`src/rtl/vu_level_meter.sv`:
```
// vu_level_meter: turns the UART sample stream into bar-graph quantities
// for the VGA renderer. Produces an instant-attack / linear-decay level bar,
// a peak-hold marker that never sits below the bar, and a one-cycle
// change strobe so the renderer knows when to re-latch.
//
// Optional feature macro: CLIP_INDICATOR_EN
//   defined     -> clip output pulses high for hold_cycles after each
//                  full-scale sample
//   not defined -> clip is tied low and no clip counter is built
//
// Peak FSM states:
//   state    | meaning
//   ST_HOLD  | peak was just loaded; hold counter running down
//   ST_DECAY | peak steps down one segment per decay tick toward level
module vu_level_meter #(
    parameter int data_width   = 8,
    parameter int bar_segments = 16,
    parameter int hold_cycles  = 64,
    parameter int decay_cycles = 8,
    localparam int SEG_W       = $clog2(bar_segments + 1)
) (
    input  logic                  clk_board,
    input  logic                  reset,
    input  logic                  enable,
    input  logic [data_width-1:0] data_in,
    input  logic                  data_valid,
    output logic [SEG_W-1:0]      level,
    output logic [SEG_W-1:0]      peak,
    output logic                  changed,
    output logic                  clip
);

    localparam int PROD_W = data_width + SEG_W;
    localparam int HOLD_W = (hold_cycles > 1) ? $clog2(hold_cycles) : 1;
    localparam int DEC_W  = (decay_cycles > 1) ? $clog2(decay_cycles) : 1;

    localparam logic [HOLD_W-1:0] HOLD_LOAD = HOLD_W'(hold_cycles - 1);
    localparam logic [DEC_W-1:0]  DEC_LAST  = DEC_W'(decay_cycles - 1);

    typedef enum logic {
        ST_HOLD,
        ST_DECAY
    } state_t;

    state_t              state_q, state_d;
    logic [SEG_W-1:0]    level_q, level_d;
    logic [SEG_W-1:0]    peak_q, peak_d;
    logic [SEG_W-1:0]    target_q, target_d;
    logic [HOLD_W-1:0]   hold_cnt_q, hold_cnt_d;
    logic [DEC_W-1:0]    dec_cnt_q;
    logic                changed_q;
    logic                accept;
    logic                tick;
    logic [PROD_W-1:0]   prod;
    logic [SEG_W-1:0]    seg;

    // A sample only counts while the block is running; frozen cycles drop it.
    assign accept = enable & data_valid;
    assign tick   = enable && (dec_cnt_q == DEC_LAST);

    // Ceiling map of the sample onto segments, so any nonzero input lights
    // at least one segment and full scale lands exactly on bar_segments.
    assign prod = ({{SEG_W{1'b0}}, data_in} * PROD_W'(bar_segments))
                + PROD_W'((1 << data_width) - 1);
    assign seg  = prod[PROD_W-1:data_width];

    // Free-running decay timer, paused while disabled.
    always_ff @(posedge clk_board or negedge reset) begin
        if (!reset) begin
            dec_cnt_q <= '0;
        end else if (enable) begin
            dec_cnt_q <= (dec_cnt_q == DEC_LAST) ? '0 : dec_cnt_q + DEC_W'(1);
        end
    end

    // Next-state for target, level and the peak-hold FSM.
    always_comb begin
        target_d   = accept ? seg : target_q;
        level_d    = level_q;
        peak_d     = peak_q;
        hold_cnt_d = hold_cnt_q;
        state_d    = state_q;

        // Attack wins over decay; decay chases the freshly updated target.
        if (accept && (seg >= level_q)) begin
            level_d = seg;
        end else if (tick && (level_q > target_d)) begin
            level_d = level_q - SEG_W'(1);
        end

        if (enable) begin
            if (level_d > peak_q) begin
                peak_d     = level_d;
                hold_cnt_d = HOLD_LOAD;
                state_d    = ST_HOLD;
            end else begin
                case (state_q)
                    ST_HOLD: begin
                        if (hold_cnt_q == '0) begin
                            state_d = ST_DECAY;
                        end else begin
                            hold_cnt_d = hold_cnt_q - HOLD_W'(1);
                        end
                    end
                    ST_DECAY: begin
                        // peak stays >= level_d because it only steps when strictly above it.
                        if (tick && (peak_q > level_d)) begin
                            peak_d = peak_q - SEG_W'(1);
                        end
                    end
                    default: state_d = ST_DECAY;
                endcase
            end
        end
    end

    // Peak FSM state register.
    always_ff @(posedge clk_board or negedge reset) begin
        if (!reset) begin
            state_q <= ST_DECAY;
        end else if (enable) begin
            state_q <= state_d;
        end
    end

    // Datapath registers; changed is cleared rather than held when frozen.
    always_ff @(posedge clk_board or negedge reset) begin
        if (!reset) begin
            level_q    <= '0;
            peak_q     <= '0;
            target_q   <= '0;
            hold_cnt_q <= '0;
            changed_q  <= 1'b0;
        end else begin
            changed_q <= enable && ((level_d != level_q) || (peak_d != peak_q));
            if (enable) begin
                level_q    <= level_d;
                peak_q     <= peak_d;
                target_q   <= target_d;
                hold_cnt_q <= hold_cnt_d;
            end
        end
    end

`ifdef CLIP_INDICATOR_EN
    logic [HOLD_W-1:0] clip_cnt_q;
    logic              clip_q;
    logic              full_scale;

    assign full_scale = accept && (data_in == {data_width{1'b1}});

    // Clip indicator: retriggerable one-shot of hold_cycles per full-scale sample.
    always_ff @(posedge clk_board or negedge reset) begin
        if (!reset) begin
            clip_q     <= 1'b0;
            clip_cnt_q <= '0;
        end else if (enable) begin
            if (full_scale) begin
                clip_q     <= 1'b1;
                clip_cnt_q <= HOLD_LOAD;
            end else if (clip_q) begin
                if (clip_cnt_q == '0) begin
                    clip_q <= 1'b0;
                end else begin
                    clip_cnt_q <= clip_cnt_q - HOLD_W'(1);
                end
            end
        end
    end

    assign clip = clip_q;
`else
    assign clip = 1'b0;
`endif

    assign level   = level_q;
    assign peak    = peak_q;
    assign changed = changed_q;

endmodule
```
`config.mk`:
```
export PLATFORM = sky130hd
export DESIGN_NAME = vu_level_meter
export DESIGN_NICKNAME = d
export VERILOG_FILES = /design/src/rtl/vu_level_meter.sv
export SDC_FILE = /design/constraint.sdc
export NUM_CORES = 1
export LEC_CHECK = 0
export CELL_PAD_IN_SITES_DETAIL_PLACEMENT = 2
export CELL_PAD_IN_SITES_GLOBAL_PLACEMENT = 2
export CORE_ASPECT_RATIO = 0.9
export CORE_MARGIN = 2
export CORE_UTILIZATION = 35
export DETAILED_ROUTE_END_ITERATION = 10
export HOLD_SLACK_MARGIN = 0.08
export PLACE_DENSITY = 0.82
export SLEW_MARGIN = 5
export SYNTH_ARGS = -nofsm -noshare
export SYNTH_HDL_FRONTEND = slang
export SYNTH_SLANG_ARGS = --single-unit
```
`constraint.sdc`:
```
create_clock -name clk_board -period 4.3 [get_ports clk_board]
set_clock_uncertainty 0.15 [all_clocks]
set_input_delay 1.29 -clock clk_board [delete_from_list [all_inputs] [get_ports clk_board]]
set_output_delay 1.29 -clock clk_board [all_outputs]
set_load 0.03 [all_outputs]
```
==> results of run 1 <==
synth_stat cells, types with 3 or more instances:
cell type and n:
a2111oi_0 4, a211oi_1 6, a21o_1 8, a21oi_1 7, and2_1 4, dfrtp_1 25
ha_1 18, inv_1 24, mux2i_1 4, nand2_1 25, nand2b_1 5, nand3_1 7
nand4_1 3, nor2_1 13, nor3_1 9, nor4_1 3, o2111ai_1 3, o211ai_1 11
o21a_1 4, o21ai_0 13, o21ai_1 3, o32a_1 5, xnor2_1 8, xor2_1 3
kinds of logic after synthesis:
family	count (synthesis)	share of synthesized area
compound gates	83	0.2827
xor+xnor	13	0.06209
fa+ha+maj	18	0.09978
buf+inv	33	0.06264
flops	26	0.2888
mux	6	0.02772
other cells	1	0.001661
simple gates	79	0.1746
what timing repair did:
action                                  in CTS
endpoints found under the setup margin      17
pin swaps                                   22
resized for setup                           47
buffers inserted                            13
metrics by stage:
step | utilization | hold slack, ns | setup slack (ns)
floorplan | - | 0.2887 | -0.6758
CTS | 0.5361 | 0.4037 | -0.8175
global placement | 0.4878 | 0.3079 | -1.157
detailed placement | 0.4878 | 0.3278 | -1.452
==> results by group, run 1 <==
Placement
  – Area post-placement: 3015 sq um
  – Final GP Congestion: 0.9079
  – Cells after DPL: 419
  – Port Buffers: 22
  – DP HPWL: 7.312 mm

Clock tree
  – CTS root buf: clkbuf_8
  – CTS Hold Bufs: 0
  – Clock buffer depth: 2
  – Sink Count: 26
  – H-tree depth: 1
  – Num CTS Buffers: 3

Synth
  – Leading register cell type out of synthesis: dfrtp_1
  – Mapped Nets: 289
  – Synth cell types: 57
  – Area contributors post-synth: dfrtp_1 (28%), ha_1 (10%), nand2_1 (4.2%)
  – Synthesized area per cell: 8.715 sq um
  – Async set-or-reset flop fraction in the synthesized netlist: 1.000
  – Cell area after synthesis: 2257 sq um
  – FF+latch count, synth: 26
  – Synth Warn #: 0
  – Post-synth EDFFs: 0
  – Seq/Total Area, Yosys: 0.2888
  – Mapped Cells: 259
  – Yosys top cell by area: dfrtp_1
  – Area share of the largest cell type after synthesis: 0.2772

Status
  – Failed at: 5_1_grt
  – Status: did not finish
  – Err: [ERROR DPL-0033] detailed placement checks failed during check placement.

Floorplan
  – Die height: 80.19 um
  – Cell Rows: 27
  – Starting Density: 0.3651
  – Ports: 24
  – Horiz. Die Dim: 88.65 um

Timing
  – Worst endpoint after global-route timing repair: peak[1]$_DFFE_PN0P_/D
  – Worst endpoint type: register data pin

Global route
  – Largest net degree at the start of global routing: 27
  – Initial antenna violation count: 0
==> inputs of run 2 (changes only) <==
CELL_PAD_IN_SITES_DETAIL_PLACEMENT = not set   (was 2)
CELL_PAD_IN_SITES_GLOBAL_PLACEMENT = not set   (was 2)
CORE_ASPECT_RATIO = not set   (was 0.9)
CORE_UTILIZATION = 37   (was 35)
HOLD_SLACK_MARGIN = not set   (was 0.08)
PLACE_DENSITY = not set   (was 0.82)
PLACE_DENSITY_LB_ADDON = 0.15   (was not set)
==> run 2 against run 1 <==
The flow now finishes, with violations (setup timing). Area after synthesis unchanged. Synthesized cell count did not move.
==> results by group, run 2 <==
Route
  – Residual DRC: 0
  – Pre-antenna DRT Iters: 4
  – DR vias: 2280
  – Routed Antenna Nets: 0
  – Iteration-0 DRC Markers: 80
  – WL/cell: 15.71 um
  – Via/cell ratio: 5.429
  – Drt total wl: 6.599 mm

Timing
  – Total Negative Setup Slacks: -7.083 ns
  – Setup violators final: 13
  – Fmax: 204.7 MHz
  – RSZ-0062 raised after global routing: true
  – Fin worst setup slack: -0.5860 ns
  – Tightest Pin Transition: 0.6867 ns
  – Crit share post-route: 1.136
  – Final hold vios: 0
  – Clock period minus worst slack: 4.886 ns
  – Slew headroom: 0.5387
  – Slew Limit Fails: 0

Clock tree
  – H-tree depth: 1
  – CTS root buf: clkbuf_8
  – CTS tree: built
  – Clock Pin Slew Worst Setup and Hold Paths: 0.10 ns
  – Num CTS Buffers: 3
  – Clock buffer depth: 2
  – CTS Hold Bufs: 0
  – Sink Count: 26
  – Clk Latency, worst-skew pair: 0.28 ns

Min path
  – Worst Hold Class: flip-flop to flip-flop
  – WHS Endpoint: dec_cnt_q[1]$_DFFE_PN0P_
  – HP Start: dec_cnt_q[1]$_DFFE_PN0P_
  – Hold Path Depth: 1

Critical path
  – CP Data Required Time: 4.33 ns
  – Largest fanout on the critical path: 7
  – Worst r2r src: level[2]$_DFFE_PN0P_
  – CP Cell Sequence: buf_6 > o41a_1 > and3_4 > xnor2_4 > o21ai_2 > inv_2 > ha_4 > nand3_1 > a21boi_2 > buf_4 > o211a_1 > mux2i_1 > o211ai_1 > a211o_1 > nor2_4 > nor3_2 > o32a_1
  – Crit path kind: primary input to flip-flop
  – RR Endpoint: peak[4]$_DFFE_PN0P_
  – R2R Setup Slk: 0.82 ns
  – Crit-path max cell delay: 0.46 ns
  – Slowest stage cell on the critical path: o41a_1
  – Crit. End Element: flip-flop
  – Arrival time at the worst endpoint: 4.91 ns
  – Cell count of the worst reg-to-reg path: 13
  – CP Launch Type: primary input

Finish
  – Finished Cell Area: 3332 sq um
  – Most frequent cells in the layout: buf_4 (66), dfrtp_1 (25), nand2_1 (24), inv_1 (21), clkdlybuf4s50_1 (15)
  – Antenna Cells: 0
  – Nets@finish: 376
  – Commonest non-fill, non-tap cell in the layout: buf_4
  – Largest register FFs: 6
  – Area delta synth->final: 47.62%
  – Fill count: 545
  – Most flops, register: hold_cnt_q
  – Final core utilization: 0.5628
  – Layout cells sized above 1: 0.3652

Synth
  – Async set-or-reset flop fraction in the synthesized netlist: 1.000
  – Seq/Total Area, Yosys: 0.2888
  – Synth cell types: 57
  – Cell area after synthesis: 2257 sq um
  – Yosys top cell by area: dfrtp_1
  – Synthesized area per cell: 8.715 sq um
  – Mapped Nets: 289
  – Area contributors post-synth: dfrtp_1 (28%), ha_1 (10%), nand2_1 (4.2%)
  – Mapped Cells: 259
  – Synth Warn #: 0
  – FF+latch count, synth: 26
  – Synth cell count leaders: dfrtp_1 (25), nand2_1 (25), inv_1 (24)
  – Leading register cell type out of synthesis: dfrtp_1
  – Post-synth EDFFs: 0
  – Area share of the largest cell type after synthesis: 0.2772

Status
  – Status: finished with violations
  – Failing checks: setup timing

Global route
  – GRT met3 Usage: 0.01304
  – Largest net degree at the start of global routing: 27
  – Gr busiest metal: met2
  – Total grt overflow: 0
  – GR Util met1: 0.2664
  – GRT Util Overall: 0.2072
  – Via count of the first global-routing pass: 2287
  – Initial antenna violation count: 0
  – First-pass GRT wire length: 10.74 mm
  – Met2 Use GR: 0.3724

Placement
  – Final GP Congestion: 0.8416
  – DP HPWL: 4.779 mm
  – Area post-placement: 2963 sq um
  – Worst slack, placed: -1.206 ns
  – Port Buffers: 22

Pwr
  – Maximum vdd drop: 0.0004461 V
  – Leak pwr: 1.473 nW
  – Power density cells: 710.3 nW/um^2

Floorplan
  – Die height: 82.11 um
  – Cell Rows: 28
  – Horiz. Die Dim: 82.11 um
  – Starting Density: 0.3812
  – Ports: 24
  – Core Area: 5921 sq um
  – Die area: 6741 sq um

Flow run
  – MaxCap Viol Count: 0
==> run 2: cell counts after synthesis <==
Identical to the previous run, type by type.
==> run 2: repair_timing <==
item | 4_1_cts | 5_1_grt
setup buffers | 11 | 3
pin swaps | 27 | 20
endpoints found under the hold margin | 0 | 0
gates resized for setup | 40 | 23
endpoints found under the setup margin | 14 | 13
==> run 2: worst max-delay path by stage <==
| stage | from | endpoint | cells after the start | slack, ns |
|---|---|---|---|---|
| 2_1_floorplan | data_in[1] | changed$_DFF_PN0_ | 19 | -0.68 |
| 3_3_place_gp | data_in[1] | changed$_DFF_PN0_ | 19 | -1.16 |
| 3_5_place_dp | data_in[1] | hold_cnt_q[0]$_DFFE_PN0P_ | 20 | -1.21 |
| 4_1_cts | data_in[3] | hold_cnt_q[1]$_DFFE_PN0P_ | 19 | -0.61 |
| 5_1_grt | data_in[3] | peak[4]$_DFFE_PN0P_ | 21 | -0.74 |
| 6_report | data_in[3] | hold_cnt_q[1]$_DFFE_PN0P_ | 17 | -0.59 |
==> run 2: power breakdown <==
part / leakage [nW] / switching, mW / total, mW / internal [mW]
combinational: 1.15 / 0.852 / 1.69 / 0.839
sequential: 0.289 / 0.129 / 0.462 / 0.333
clock: 0.0357 / 0.0884 / 0.213 / 0.125
==> run 2: cells by family after synthesis <==
| kind of cell | Yosys count | synth area share |
|---|---|---|
| other cells | 1 | 0.001661 |
| fa+ha+maj | 18 | 0.09978 |
| compound gates | 83 | 0.2827 |
| flops | 26 | 0.2888 |
| buf+inv | 33 | 0.06264 |
| xor+xnor | 13 | 0.06209 |
| mux | 6 | 0.02772 |
| simple gates | 79 | 0.1746 |
==> run 2: per-layer routing <==
metal / routed length (um) / part of all wire
met4: 112 / 0.017
met3: 179 / 0.027
met1: 3027 / 0.46
met2: 3280 / 0.50
met5: 0 / 0
==> run 2: critical path, delay by kind of cell <==
kind	cells	cell delay (ns)
AOI/OAI and AO/OA	7	1.97
xor gates and xnor gates	1	0.13
adders and majority gates	1	0.27
buffers and inverters	3	0.32
muxes	1	0.31
and+or+nand+nor	4	0.63
==> run 2: final cells by class <==
class,count,area (sq um),share of cell area
Multi-Input combinational cell,200,1687,0.5062
Timing Repair Buffer,90,734.5,0.2204
Sequential cell,26,651.9,0.1956
Inverter,25,93.84,0.02816
Tap cell,75,93.84,0.02816
Clock buffer,3,41.29,0.01239
Clock inverter,1,30.03,0.009012
==> run 2: stage by stage <==
stage / std cells / total power, mW / hold slack [ns]
after global routing: 420 / 2.555 / 0.3910
after CTS: 417 / 2.252 / 0.3741
after detailed placement: 402 / 1.888 / 0.3508
after global placement: 402 / 1.870 / 0.3457
after floorplan: 259 / 1.319 / 0.2887
final: 420 / 2.367 / 0.3699
Power figures use the tool's default switching activity.
==> inputs of run 3 (changes only) <==
SETUP_SLACK_MARGIN = 0.1   (was not set)
clock period = 5.3 ns   (was 4.3 ns; I/O delays follow)
==> run 3 against run 2 <==
The flow now finishes without violations. Design area down 2.0%. Sequential share of layout area up 0.39 points. Power down 20%. Setup slack better by 0.67 ns. Sequential power down 19%. Via count down 2.3%. Routed wire length down 1.6%. Sequential cell count unchanged. Worst hold slack worse by 0.027 ns. Clock-buffer cell count unchanged. Critical path type unchanged. Critical endpoint is now peak[1]$_DFFE_PN0P_. Largest power group unchanged.
==> results by group, run 3 (synthesis results as in run 2) <==
Finish
  – Fill count: 555
  – Largest register FFs: 6
  – Most frequent cells in the layout: buf_4 (56), dfrtp_1 (25), nand2_1 (23), inv_1 (21), clkdlybuf4s50_1 (16)
  – Area delta synth->final: 44.73%
  – Most flops, register: hold_cnt_q
  – Antenna Cells: 0
  – Layout cells sized above 1: 0.3383
  – Commonest non-fill, non-tap cell in the layout: buf_4
  – Nets@finish: 368

Route
  – DR top layer: met4
  – Iteration-0 DRC Markers: 121
  – Via/cell ratio: 5.405
  – WL met2: 3.183 mm
  – Pre-antenna DRT Iters: 4
  – Routed Antenna Nets: 0
  – Drt total wl: 6.496 mm
  – Residual DRC: 0
  – WL/cell: 15.77 um
  – Metal-1 WL: 2.946 mm
  – DR vias: 2227
  – Met3 routed WL: 270 um

Pwr
  – Internal power: 1.031 mW
  – Reg power frac: 0.197
  – Total Power: 1.903 mW
  – Leak pwr: 1.426 nW
  – Maximum vdd drop: 0.0004401 V
  – Comb power frac: 0.714
  – Power density cells: 582.6 nW/um^2
  – Sw frac: 0.4583
  – Clock network power share: 0.089
  – Net switching power: 0.8722 mW

Global route
  – Initial antenna violation count: 0
  – Total grt overflow: 0
  – Via count of the first global-routing pass: 2191
  – Largest net degree at the start of global routing: 27
  – GRT Util Overall: 0.2040
  – First-pass GRT wire length: 10.59 mm

Clock tree
  – Sink Count: 26
  – Clk Latency, worst-skew pair: 0.28 ns
  – CTS Hold Bufs: 0
  – Num CTS Buffers: 3
  – Clock Pin Slew Worst Setup and Hold Paths: 0.10 ns
  – CTS tree: built
  – H-tree depth: 1
  – Clock buffer depth: 2
  – CTS root buf: clkbuf_8

Placement
  – DP HPWL: 4.789 mm
  – Port Buffers: 22
  – Final GP Congestion: 0.8377

Floorplan
  – Starting Density: 0.3812
  – Ports: 24
  – Horiz. Die Dim: 82.11 um
  – Die area: 6741 sq um
  – Die height: 82.11 um
  – Cell Rows: 28
  – Core Area: 5921 sq um

Timing
  – Slew Limit Fails: 0
  – Crit share post-route: 0.9832
  – Clock period minus worst slack: 5.211 ns
  – Setup violators final: 0
  – Slew headroom: 0.5273
  – Total Negative Setup Slacks: 0 ns
  – Final hold vios: 0
  – RSZ-0062 raised after global routing: true
  – Fmax: 191.9 MHz
  – Tightest Pin Transition: 0.7037 ns

Critical path
  – Largest fanout on the critical path: 6
  – Slowest stage cell on the critical path: o41a_1
  – Crit path kind: primary input to flip-flop
  – CP Cell Sequence: buf_6 > o41a_1 > and3_4 > xnor2_4 > o21ai_2 > inv_2 > ha_4 > nand4_1 > o21a_2 > o211a_1 > buf_4 > mux2i_2 > and2_1 > o311a_1 > o21bai_4 > buf_4 > o32a_1 > o311a_1
  – Crit. End Element: flip-flop
  – CP Data Required Time: 5.32 ns
  – Crit-path max cell delay: 0.45 ns
  – Arrival time at the worst endpoint: 5.23 ns
  – CP Launch Type: primary input

Flow run
  – MaxCap Viol Count: 0

Min path
  – Worst Hold Class: flip-flop to flip-flop

Status
  – Status: complete, no violations
run 3: power by group through the flow:
stage                     logic [mW]  clock network (mW)  registers, mW
final                           1.36               0.169          0.375
after global placement          1.13                   0          0.371
after floorplan                0.643                   0          0.416
after CTS                       1.25               0.173          0.370
after global routing            1.49               0.182          0.387
after detailed placement        1.14                   0          0.371
run 3: per-layer routing:
| metal | track usage | up-vias |
|---|---|---|
| met5 | 0 | - |
| met4 | 0.04833 | 0 |
| met3 | 0.02065 | 8 |
| met2 | 0.3585 | 51 |
| met1 | 0.2693 | 1056 |
| li1 | - | 1112 |
run 3: final timing paths:
| path | startpoint | end | slack [ns] | depth (start not counted) |
|---|---|---|---|---|
| setup / recovery | data_in[3] | peak[1]$_DFFE_PN0P_ | 0.09 | 18 |
| hold / removal | target_q[0]$_DFFE_PN0P_ | target_q[0]$_DFFE_PN0P_ | 0.34 | 2 |
| setup reg to reg | level[2]$_DFFE_PN0P_ | peak[4]$_DFFE_PN0P_ | 1.82 | 13 |
| hold reg to reg | target_q[0]$_DFFE_PN0P_ | target_q[0]$_DFFE_PN0P_ | 0.34 | 2 |
| max in group asynchronous | reset | state_q$_DFFE_PN1P_ | 3.17 | 2 |
| min in group asynchronous | reset | hold_cnt_q[0]$_DFFE_PN0P_ | 1.53 | 2 |
run 3: repair_timing:
item / in CTS / in global routing
cloned: 0 / 0
setup buffers: 7 / 3
resized for setup: 41 / 25
hold endpoints to repair: 0 / 0
pin swaps: 26 / 25
setup endpoints to repair: 13 / 13
run 3: layout make-up:
cell class / count / area, sq um / area share
Clock buffer: 3 / 41.29 / 0.01264
Clock inverter: 1 / 30.03 / 0.009192
Inverter: 25 / 93.84 / 0.02872
Multi-Input combinational cell: 200 / 1680 / 0.5144
Sequential cell: 26 / 651.9 / 0.1995
Tap cell: 75 / 93.84 / 0.02872
Timing Repair Buffer: 82 / 675.6 / 0.2068
run 3: worst max-delay path: cells and delay by family:
family	cells	cell delay, ns
AOI/OAI and AO/OA	8	1.87
and+or+nand+nor	3	0.61
buffers and inverters	4	0.49
muxes	1	0.28
adders and majority gates	1	0.27
xor gates and xnor gates	1	0.13
run 3: per-stage QoR:
step	utilization	worst slack [ns]	hold WS, ns	instances	area (sq um)
6_report	0.5518	0.08891	0.3427	412	3267
5_1_grt	0.5518	-0.07684	0.3921	412	3267
4_1_cts	0.5275	0.02718	0.3529	409	3123
3_5_place_dp	0.4915	-0.5001	0.3276	398	2910
3_3_place_gp	0.4915	-0.4825	0.3135	398	2910
2_1_floorplan	-	0.01671	0.2887	259	2268
